File: config.mk
export PLATFORM = sky130hd
export DESIGN_NAME = fetch_ctrl_flat
export DESIGN_NICKNAME = d
export VERILOG_FILES = /design/src/rtl/fetch_pkg.sv /design/src/rtl/fetch_ctrl_if.sv /design/src/rtl/jump_lut.sv /design/src/rtl/fetch_ctrl.sv /design/src/flat_wrapper.sv
export SDC_FILE = /design/constraint.sdc
export NUM_CORES = 1
export LEC_CHECK = 0
export CORE_MARGIN = 8
export CORE_UTILIZATION = 42
export DETAILED_ROUTE_END_ITERATION = 10
export HOLD_SLACK_MARGIN = 0.05
export PLACE_DENSITY = 0.74
export SLEW_MARGIN = 20
export SYNTH_ARGS = -nofsm -noshare
export SYNTH_HDL_FRONTEND = slang
export SYNTH_SLANG_ARGS = --single-unit
File: constraint.sdc
create_clock -name Clk -period 2.31 [get_ports Clk]
set_input_delay 0.231 -clock Clk [delete_from_list [all_inputs] [get_ports Clk]]
set_output_delay 0.231 -clock Clk [all_outputs]
set_load 0.005 [all_outputs]
File: src/rtl/fetch_pkg.sv
// Shared opcode/funct codes, FSM states and jump table
// for the program-sequencing controller.
package fetch_pkg;

  localparam logic [2:0] OP_ALU_MAX = 3'b101;
  localparam logic [2:0] OP_CTRL    = 3'b110;
  localparam logic [2:0] OP_MOV     = 3'b111;

  localparam logic [1:0] F_BEZ  = 2'b00;
  localparam logic [1:0] F_BNZ  = 2'b01;
  localparam logic [1:0] F_BA   = 2'b10;
  localparam logic [1:0] F_HALT = 2'b11;

  typedef enum logic [1:0] {
    S_IDLE,
    S_LAUNCH,
    S_RUN,
    S_DONE
  } state_t;

  // Entries are stored wide and cut to W bits at lookup.
  localparam int LUT_W = 16;
  localparam logic [LUT_W-1:0] JUMP_LUT [16] = '{
    16'h0000, 16'h0014, 16'h0022, 16'h0037,
    16'h0041, 16'h005A, 16'h0066, 16'h007C,
    16'h0083, 16'h0095, 16'h00A8, 16'h00B1,
    16'h00C6, 16'h00D3, 16'h00E9, 16'h00FE
  };

endpackage

File: src/rtl/fetch_ctrl_if.sv
// Bus between host/instruction memory and the
// sequencing controller.
interface fetch_ctrl_if #(
  parameter int W  = 8,
  parameter int CW = 16
);
  logic          Start;
  logic [8:0]    Instruction;
  logic          AluZero;
  logic          PcReset;
  logic          BranchEZ;
  logic          BranchNZ;
  logic          BranchAlways;
  logic          Zero;
  logic [W-1:0]  Target;
  logic          Done;
  logic          Ack;
  logic          Timeout;
  logic [CW-1:0] CycleCount;

  modport master (
    output Start, Instruction, AluZero,
    input  PcReset, BranchEZ, BranchNZ,
    input  BranchAlways, Zero, Target,
    input  Done, Ack, Timeout, CycleCount
  );

  modport slave (
    input  Start, Instruction, AluZero,
    output PcReset, BranchEZ, BranchNZ,
    output BranchAlways, Zero, Target,
    output Done, Ack, Timeout, CycleCount
  );
endinterface

File: src/rtl/jump_lut.sv
// Combinational 4-bit index to W-bit jump target.
// Wider targets are zero-extended from the table.
module jump_lut
  import fetch_pkg::*;
#(
  parameter int W = 8
) (
  input  logic [3:0]   i_idx,
  output logic [W-1:0] o_target
);

  assign o_target = W'(JUMP_LUT[i_idx]);

endmodule

File: src/rtl/fetch_ctrl.sv
// Program sequencer: decodes branch/halt controls,
// holds the Zero flag, cycle counter and watchdog.
module fetch_ctrl
  import fetch_pkg::*;
#(
  parameter int            W          = 8,
  parameter int            CW         = 16,
  parameter logic [CW-1:0] MAX_CYCLES = CW'(16'hFFFF)
) (
  input logic        Clk,
  input logic        Reset,
  fetch_ctrl_if.slave bus
);

  state_t        r_state;
  state_t        w_next;
  logic          r_zero;
  logic [CW-1:0] r_cnt;
  logic          r_to;

  logic [2:0]    w_op;
  logic [1:0]    w_fn;
  logic          w_run;
  logic          w_ctrl;
  logic          w_halt;
  logic          w_alu;
  logic [CW-1:0] w_cnt_inc;
  logic          w_wd;
  logic          w_to_fire;
  logic [W-1:0]  w_target;

  assign w_op   = bus.Instruction[8:6];
  assign w_fn   = bus.Instruction[5:4];
  assign w_run  = (r_state == S_RUN);
  assign w_ctrl = w_run && (w_op == OP_CTRL);
  assign w_halt = w_ctrl && (w_fn == F_HALT);
  assign w_alu  = w_run && (w_op <= OP_ALU_MAX);

  // Saturating increment; watchdog trips on the
  // RUN cycle that brings the count to the limit.
  assign w_cnt_inc = (&r_cnt) ? r_cnt
                              : r_cnt + 1'b1;
  assign w_wd = (MAX_CYCLES != '0) &&
                (w_cnt_inc == MAX_CYCLES);

  jump_lut #(.W(W)) u_lut (
    .i_idx    (bus.Instruction[3:0]),
    .o_target (w_target)
  );

  // Next-state decode; HALT beats the watchdog.
  always_comb begin
    w_next    = r_state;
    w_to_fire = 1'b0;
    unique case (r_state)
      S_IDLE:   if (bus.Start) w_next = S_LAUNCH;
      S_LAUNCH: w_next = S_RUN;
      S_RUN: begin
        if (w_halt) begin
          w_next = S_DONE;
        end else if (w_wd) begin
          w_next    = S_DONE;
          w_to_fire = 1'b1;
        end
      end
      S_DONE:   if (bus.Start) w_next = S_LAUNCH;
      default:  w_next = S_IDLE;
    endcase
  end

  // State, flag, counter and timeout registers.
  always_ff @(posedge Clk) begin
    if (Reset) begin
      r_state <= S_IDLE;
      r_zero  <= 1'b0;
      r_cnt   <= '0;
      r_to    <= 1'b0;
    end else begin
      r_state <= w_next;
      if (r_state == S_LAUNCH) begin
        r_zero <= 1'b0;
        r_cnt  <= '0;
        r_to   <= 1'b0;
      end else if (w_run) begin
        if (w_alu) r_zero <= bus.AluZero;
        r_cnt <= w_cnt_inc;
        if (w_to_fire) r_to <= 1'b1;
      end
    end
  end

  assign bus.PcReset      = Reset ||
                            (r_state == S_LAUNCH);
  assign bus.Done         = !w_run || w_halt;
  assign bus.BranchEZ     = w_ctrl && (w_fn == F_BEZ);
  assign bus.BranchNZ     = w_ctrl && (w_fn == F_BNZ);
  assign bus.BranchAlways = w_ctrl && (w_fn == F_BA);
  assign bus.Zero         = r_zero;
  assign bus.Target       = w_target;
  assign bus.Ack          = (r_state == S_DONE);
  assign bus.Timeout      = r_to;
  assign bus.CycleCount   = r_cnt;

endmodule

File: src/flat_wrapper.sv
// flat-port wrapper written by rule: the top's interface ports become plain ports
module fetch_ctrl_flat import fetch_pkg::*;
#(
  parameter int            W          = 8,
  parameter int            CW         = 16,
  parameter logic [CW-1:0] MAX_CYCLES = CW'(16'hFFFF)
)
  (Clk, Reset, bus_Start, bus_Instruction, bus_AluZero, bus_PcReset, bus_BranchEZ, bus_BranchNZ, bus_BranchAlways, bus_Zero, bus_Target, bus_Done, bus_Ack, bus_Timeout, bus_CycleCount);
  fetch_ctrl_if #(.W(W), .CW(CW)) bus_i ();
  input logic Clk;
  input logic Reset;
  input wire logic [$bits(bus_i.Start)-1:0] bus_Start;
  input wire logic [$bits(bus_i.Instruction)-1:0] bus_Instruction;
  input wire logic [$bits(bus_i.AluZero)-1:0] bus_AluZero;
  output wire logic [$bits(bus_i.PcReset)-1:0] bus_PcReset;
  output wire logic [$bits(bus_i.BranchEZ)-1:0] bus_BranchEZ;
  output wire logic [$bits(bus_i.BranchNZ)-1:0] bus_BranchNZ;
  output wire logic [$bits(bus_i.BranchAlways)-1:0] bus_BranchAlways;
  output wire logic [$bits(bus_i.Zero)-1:0] bus_Zero;
  output wire logic [$bits(bus_i.Target)-1:0] bus_Target;
  output wire logic [$bits(bus_i.Done)-1:0] bus_Done;
  output wire logic [$bits(bus_i.Ack)-1:0] bus_Ack;
  output wire logic [$bits(bus_i.Timeout)-1:0] bus_Timeout;
  output wire logic [$bits(bus_i.CycleCount)-1:0] bus_CycleCount;
  assign bus_i.Start = bus_Start;
  assign bus_i.Instruction = bus_Instruction;
  assign bus_i.AluZero = bus_AluZero;
  assign bus_PcReset = bus_i.PcReset;
  assign bus_BranchEZ = bus_i.BranchEZ;
  assign bus_BranchNZ = bus_i.BranchNZ;
  assign bus_BranchAlways = bus_i.BranchAlways;
  assign bus_Zero = bus_i.Zero;
  assign bus_Target = bus_i.Target;
  assign bus_Done = bus_i.Done;
  assign bus_Ack = bus_i.Ack;
  assign bus_Timeout = bus_i.Timeout;
  assign bus_CycleCount = bus_i.CycleCount;
  fetch_ctrl #(.W(W), .CW(CW), .MAX_CYCLES(MAX_CYCLES)) u_core (.Clk(Clk), .Reset(Reset), .bus(bus_i));
endmodule
Word-level counts from Yosys, hierarchy flattened
Memory sizes are Yosys's and may differ from the RTL's.
Cells that the tools add are included.
{"block": "word_totals", "register_bits": 20, "romBits": 256, "out_inout_bits": 32, "memories": 1}
{"block": "op_classes", "addsub": 1, "magnitude_cmp": 2, "eq_ne": 10, "muxes": 10, "bitwise": 1, "reduce_logical": 17}
{"memory": "(name not given)", "depth": 16, "word_bits": 16, "rd": 1, "rd_ports_with_merged_regs": 0, "wr": 0, "line": "jump_lut.sv:12", "source": "assign o_target = W'(JUMP_LUT[i_idx]);"}
{"op": "$add A16 B1 Y16 const B", "n": 1}
{"op": "$eq A16 B16 Y1 const B", "n": 1}
{"op": "$mux W16", "n": 1}
{"op": "$mux W8", "n": 2}
{"op": "$reduce_and A16 Y1", "n": 1}
{"op": "$eq A2 B2 Y1 const B", "n": 4}
{"op": "$logic_and A1 B1 Y1", "n": 6}
{"op": "$mux W2", "n": 3}
{"op": "$pmux W2 S3", "n": 1}
{"op": "$reduce_and A2 Y1", "n": 3}
{"op": "$ge A5 B5 Y1 const B", "n": 1}
{"op": "$not A4 Y5", "n": 1}
{"op": "$eq A2 B1 Y1 const B", "n": 2}
{"op": "$logic_not A2 Y1", "n": 2}
{"op": "$reduce_or A2 Y1", "n": 2}
{"op": "$eq A3 B3 Y1 const B", "n": 1}
{"op": "$le A3 B3 Y1 const B", "n": 1}
{"op": "$mux W1", "n": 3}
{"op": "$ne A3 B3 Y1 const B", "n": 1}
{"op": "$logic_or A1 B1 Y1", "n": 2}
{"op": "$ne A2 B1 Y1 const B", "n": 1}
{"op": "$logic_not A1 Y1", "n": 1}

Longest topological paths before layout
{"block": "logic_depth", "depth_word": 7, "mapped_depth": 9, "mapped_depth_nobuf": 8}

Cells and area by module
A second synthesis with hierarchy kept.
{"block": "unflattened", "hier_cells": 188, "area_unflattened_um2": 1545.2}
{"mod": "fetch_ctrl", "instances": 1, "cells_per_inst": 169, "area_per_inst_um2": 1335.0, "seq_area_each_um2": 400.4}
{"mod": "jump_lut", "instances": 1, "cells_per_inst": 19, "area_per_inst_um2": 210.2, "seq_area_each_um2": 0.0}

Least setup slack after synthesis
Ideal clock, no wire load.
{"block": "synth_timing", "kind": "reg-to-reg", "startpoint": "reg u_core.r_cnt[0], in the netlist u_core.bus.CycleCount[0]", "endpoint": "reg u_core.r_state[0]", "setup_ps": 123, "arrival_ps": 2157, "required_ps": 2187, "setup_slack_ps": 30, "stages_incl_launch_ff": 9, "n_path_buf": 0, "period_less_slack_ps": 2280, "path_cell_list": "dfxtp_1 -> ha_1 -> nand4_1 -> nor4_2 -> a21oi_1 -> a311oi_2 -> nand4_1 -> o21ai_1 -> mux2_1"}
{"block": "synth_via", "elab_chain_len": 5}
{"element": "start: declaration", "line": "fetch_ctrl.sv:18", "source": "logic [CW-1:0] r_cnt;"}
{"element": "start signal: assignment", "line": "fetch_ctrl.sv:86", "source": "r_cnt <= w_cnt_inc;"}
{"element": "$add A16 B1 Y16 / $reduce_and A16 Y1 (equally long branches)", "line": "fetch_ctrl.sv:42, fetch_ctrl.sv:41"}
{"element": "$mux W16 (*)", "line": "fetch_ctrl.sv:41", "source": "assign w_cnt_inc = (&r_cnt) ? r_cnt"}
{"element": "$eq A16 B16 Y1 (*)", "line": "fetch_ctrl.sv:44", "source": "(w_cnt_inc == MAX_CYCLES);"}
{"element": "$ne A3 B3 Y1 (no source line) (*)"}
{"element": "$reduce_and A2 Y1 (no source line) (*)"}
{"element": "end signal: assignment", "line": "fetch_ctrl.sv:79", "source": "r_state <= w_next;"}
{"element": "end: declaration", "line": "fetch_ctrl.sv:15", "source": "state_t r_state;"}
Mark *: on every way between the ends. The rest lies on a longest branch, timed or not.
A chain may end at the register's enable or synchronous reset.

Final worst setup path
{"block": "layout_timing", "startpoint": "reg u_core.r_cnt[2], in the netlist u_core.bus.CycleCount[2]", "endpoint": "reg u_core.r_state[1]"}
Same word-level chain as after synthesis.

==> summary by stage <==
Clock tree
The maximum clock insertion buffer count is 2. At the later pin of the worst-skew pair, clock insertion delay measures 0.31 ns. The tree is rooted in a sky130_fd_sc_hd__clkbuf_4. The number of H-tree branching levels is 1. The clock tree from TritonCTS is done. For this design, the sink count on the clock tree is 20.

The clock-pin slew of the registers on the worst-case setup and hold paths is 0.13 ns. Counting the buffers created by CTS gives 3.

Layout
The layout filler cell count is 271. The multi-input combinational cells in the finished layout cover a total of 1040 um2. In the final layout, the share of cells above drive strength 1 is 0.2412.

The finished layout holds 303 standard cells, fillers aside. The area of all sequential standard cells is 404.1 um2. The total inserted antenna cells is 0. The finished cells cover 2310 um2.

The number of nets in the finished design is 281. Once layout is complete, the utilization of the core stands at 0.6814. The area added between synthesis and finish is 53.58%.

Logic synthesis
The flip-flop and latch count after synthesis is 20. The portion of the post-synthesis area used by sequential elements is 0.2662. Of the post-synthesis cell area, the dominant cell type holds 0.2662. The number of warning messages in the yosys log is 0. Synthesis produced 187 cells. The synthesized design contains 0 enable-type register cells.

Yosys attributes the largest share of cell area to sky130_fd_sc_hd__dfxtp_1 (27%), sky130_fd_sc_hd__ha_1 (8.3%), sky130_fd_sc_hd__xor2_1 (5.8%). Summing every instance area after synthesis gives 1504 um2. The dominant combinational cell family by area after synthesis is simple AND/OR/NAND/NOR gates.

Synthesis instantiated 50 different standard cells from the library. A synthesized cell averages 8.042 um2. The largest total area in the synthesized netlist belongs to sky130_fd_sc_hd__dfxtp_1. The share of async-settable or async-resettable flops after synthesis is 0.

Synthesis produced a netlist with a net count of 210. The XOR/XNOR share of the synthesized area is 0.06988. The compound-cell area share of the yosys netlist came to 0.1539. Of the total synthesized cell area, the portion taken by AND, OR, NAND and NOR gates is 0.2854.

Of the total synthesized cell area, the portion taken by full adders, half adders and majority gates is 0.08319. The share of cell area taken by muxes after synthesis is 0.06406. The most used flip-flop cell after synthesis is sky130_fd_sc_hd__dfxtp_1.

Place
The post-place setup slack is 0.06606 ns. The post-place instance area is 2163 um2. The HPWL reported at the end of detailed placement is 3243 um.

Routability-driven placement finished with a final weighted congestion of 0.9044. Buffers placed on the I/O ports in this run total 44. The number of placed instances, taps included, is 294.

Timing
After layout, the minimum clock period comes to 2.256 ns. The timing-limited maximum frequency is 443.3 MHz. The final-report max-slew violation count is 0.

The setup TNS is 0 ns. The final-report hold violation count is 0. On the final layout, the worst clock skew is 0.008426 ns. The worst slew margin relative to its limit is 0.7247. The measured slew at the worst slew-check pin is 0.4120 ns.

Setup violations remaining at the end of the flow were counted as 0. The final critical-path share of the clock period is 0.9765. The post-route worst setup slack is 0.05426 ns.

Global route
The all-layer global routing usage is 0.1473. The via count of the first global-routing pass came to 1542. The first-pass GRT wire length is 6734 um.

The maximum number of pins on one net before global-route repair is 19. The final global-route overflow total is 0. The initial antenna violation count is 0.

Detailed routing
For this block, the via count after detailed routing is 1658. The routed wire length is 4412 um. The first-pass iteration count of the detailed router is 4. Using the TritonRoute via totals, the vias-per-cell ratio works out to 5.472. The post-route DRC violation count is 0. The post-detailed-route wirelength per cell is 14.56 um. The number of nets with antenna violations after routing is 0.

The DRC violation total after the first TritonRoute iteration is 72.

Worst setup path
Data on the critical path arrives at its endpoint at 2.45 ns. Setup slack on the worst reg-to-reg path comes out at 0.05 ns. In this run the worst path has a maximum fanout of 6.

The number of cells traversed by the worst register-to-register path is 8. In this run the critical register-to-register path is launched from u_core.bus.CycleCount[2]$_SDFFE_PP0P_. The critical path class is reg2reg. The endpoint identified for the worst register-to-register timing path is u_core.r_state[1]$_SDFFE_PP0P_. The launch point of the worst path is u_core.bus.CycleCount[2]$_SDFFE_PP0P_.

Data on the critical path is required at its endpoint by 2.51 ns. The worst setup path is launched from a register. The critical path endpoint category is a register.

Die
The overall die area is 5752 um2. Row generation in the floorplan step produced 21 rows. The starting density of the core is 0.4437. The number of primary I/O pins is 45.

The core region is 3390 um2. The x dimension of the die is 75.84 um. Measured along the y axis, the die boundary spans 75.84 um.

Min path
The start point of the worst min-delay path is u_core.bus.Zero$_SDFFE_PP0P_. The min-delay analysis places its worst path in the category reg2reg. The worst min-delay path endpoint is u_core.bus.Zero$_SDFFE_PP0P_.

The depth of the worst hold-timing path is 2.

Power and ir drop
The maximum vdd drop is 402.6 uV. Power spread over the standard cell area amounts to 479.7 nW/um2. Summed over all cells, the static leakage comes to 0.9385 nW.

Job
Max-cap violations in this run came to 0.

Run status
The flow ran to the end, and the final reports show no timing, DRC or antenna violations.
## cell type report
| type | instances | area share |
|---|---|---|
| Multi-Input combinational cell | 142 | 0.4502 |
| Timing Repair Buffer | 81 | 0.3109 |
| Sequential cell | 20 | 0.1750 |
| Tap cell | 46 | 0.02492 |
| Inverter | 10 | 0.01625 |
| Clock inverter | 1 | 0.01300 |
| Clock buffer | 3 | 0.009751 |
## Yosys cell counts, types with 2 or more instances
cell	count
sky130_fd_sc_hd__nand2_1	18
sky130_fd_sc_hd__nor2_1	22
sky130_fd_sc_hd__and2_1	3
sky130_fd_sc_hd__o21ai_0	4
sky130_fd_sc_hd__buf_4	4
sky130_fd_sc_hd__xnor2_1	2
sky130_fd_sc_hd__clkbuf_1	5
sky130_fd_sc_hd__ha_1	10
sky130_fd_sc_hd__a21oi_1	9
sky130_fd_sc_hd__mux4_2	2
sky130_fd_sc_hd__inv_1	10
sky130_fd_sc_hd__nand4_1	6
sky130_fd_sc_hd__o21ai_1	2
sky130_fd_sc_hd__nor4_1	2
sky130_fd_sc_hd__buf_2	5
sky130_fd_sc_hd__xor2_1	10
sky130_fd_sc_hd__nand3_1	10
sky130_fd_sc_hd__nor3_1	5
sky130_fd_sc_hd__nor4_2	2
sky130_fd_sc_hd__a31oi_1	3
sky130_fd_sc_hd__mux2i_1	4
sky130_fd_sc_hd__dfxtp_1	20
sky130_fd_sc_hd__nor3b_1	2
## per-layer routing
layer,GRT usage,share of wire
met2,0.2452,0.47
met5,0,0
met4,0.05757,0.030
met3,0.02763,0.063
met1,0.1813,0.44
## flip-flops by register name, indices dropped and copies added (netlist names)
| signal | cells |
|---|---|
| u_core.r_state | 2 |
| u_core.bus.Zero | 1 |
| u_core.bus.CycleCount | 16 |
| u_core.bus.Timeout | 1 |
## per-stage QoR
stage / hold slack (ns) / power [mW]
detailed placement: 0.4651 / 0.8166
global route: 0.5005 / 1.178
CTS: 0.4876 / 1.113
finish: 0.4788 / 1.108
global placement: 0.4473 / 0.8103
floorplan: 0.3469 / 0.6227
## worst max-delay path, stage by stage, from the launching register on
cell	delay, ns
sky130_fd_sc_hd__dfxtp_1	0.48
sky130_fd_sc_hd__nand3_1	0.18
sky130_fd_sc_hd__or3_1	0.39
sky130_fd_sc_hd__buf_4	0.17
sky130_fd_sc_hd__a31oi_1	0.25
sky130_fd_sc_hd__nor4_2	0.10
sky130_fd_sc_hd__o2111ai_2	0.25
sky130_fd_sc_hd__mux2i_1	0.21
sky130_fd_sc_hd__o311ai_1	0.11
## repair_timing
item,in CTS,in global routing
endpoints found under the setup margin,0,4
hold buffers,0,0
gates resized for setup,0,12
buffers inserted,0,5
hold endpoints to repair,0,0
## power breakdown
group          total [mW]  internal [mW]  switching [mW]
clock               0.295          0.175           0.119
combinational       0.422          0.214           0.208
sequential          0.391          0.370          0.0211
total                1.11          0.759           0.349
## kinds of logic after synthesis
group	after synthesis
and+or+nand+nor	81
DFF	20
xor gates and xnor gates	12
buffers and inverters	25
AOI/OAI and AO/OA	32
adders and majority gates	10
muxes	7
## how the worst max path moves through the flow
stage,cells after the start,slack (ns),endpoint
6_report,8,0.05,u_core.r_state[1]$_SDFFE_PP0P_
5_1_grt,8,-0.03,u_core.r_state[1]$_SDFFE_PP0P_
4_1_cts,7,0.06,u_core.r_state[0]$_SDFFE_PP0P_
3_5_place_dp,5,0.07,bus_Target[0]
3_3_place_gp,5,0.09,bus_Target[0]
2_1_floorplan,8,0.03,u_core.r_state[0]$_SDFFE_PP0P_
## cells in the final DEF, fill, tap and decap left out, types with 4 or more instances in the layout
cell type	Yosys	layout
sky130_fd_sc_hd__buf_4	4	37
sky130_fd_sc_hd__nand2_1	18	18
sky130_fd_sc_hd__nor2_1	22	22
sky130_fd_sc_hd__nand4_1	6	6
sky130_fd_sc_hd__mux2i_1	4	4
sky130_fd_sc_hd__inv_1	10	10
sky130_fd_sc_hd__ha_1	10	9
sky130_fd_sc_hd__dfxtp_1	20	17
sky130_fd_sc_hd__nand3_1	10	10
sky130_fd_sc_hd__a21oi_1	9	9
sky130_fd_sc_hd__xor2_1	10	10
sky130_fd_sc_hd__o21ai_0	4	4
sky130_fd_sc_hd__clkdlybuf4s50_1	0	44
Power figures use the tool's default switching activity.
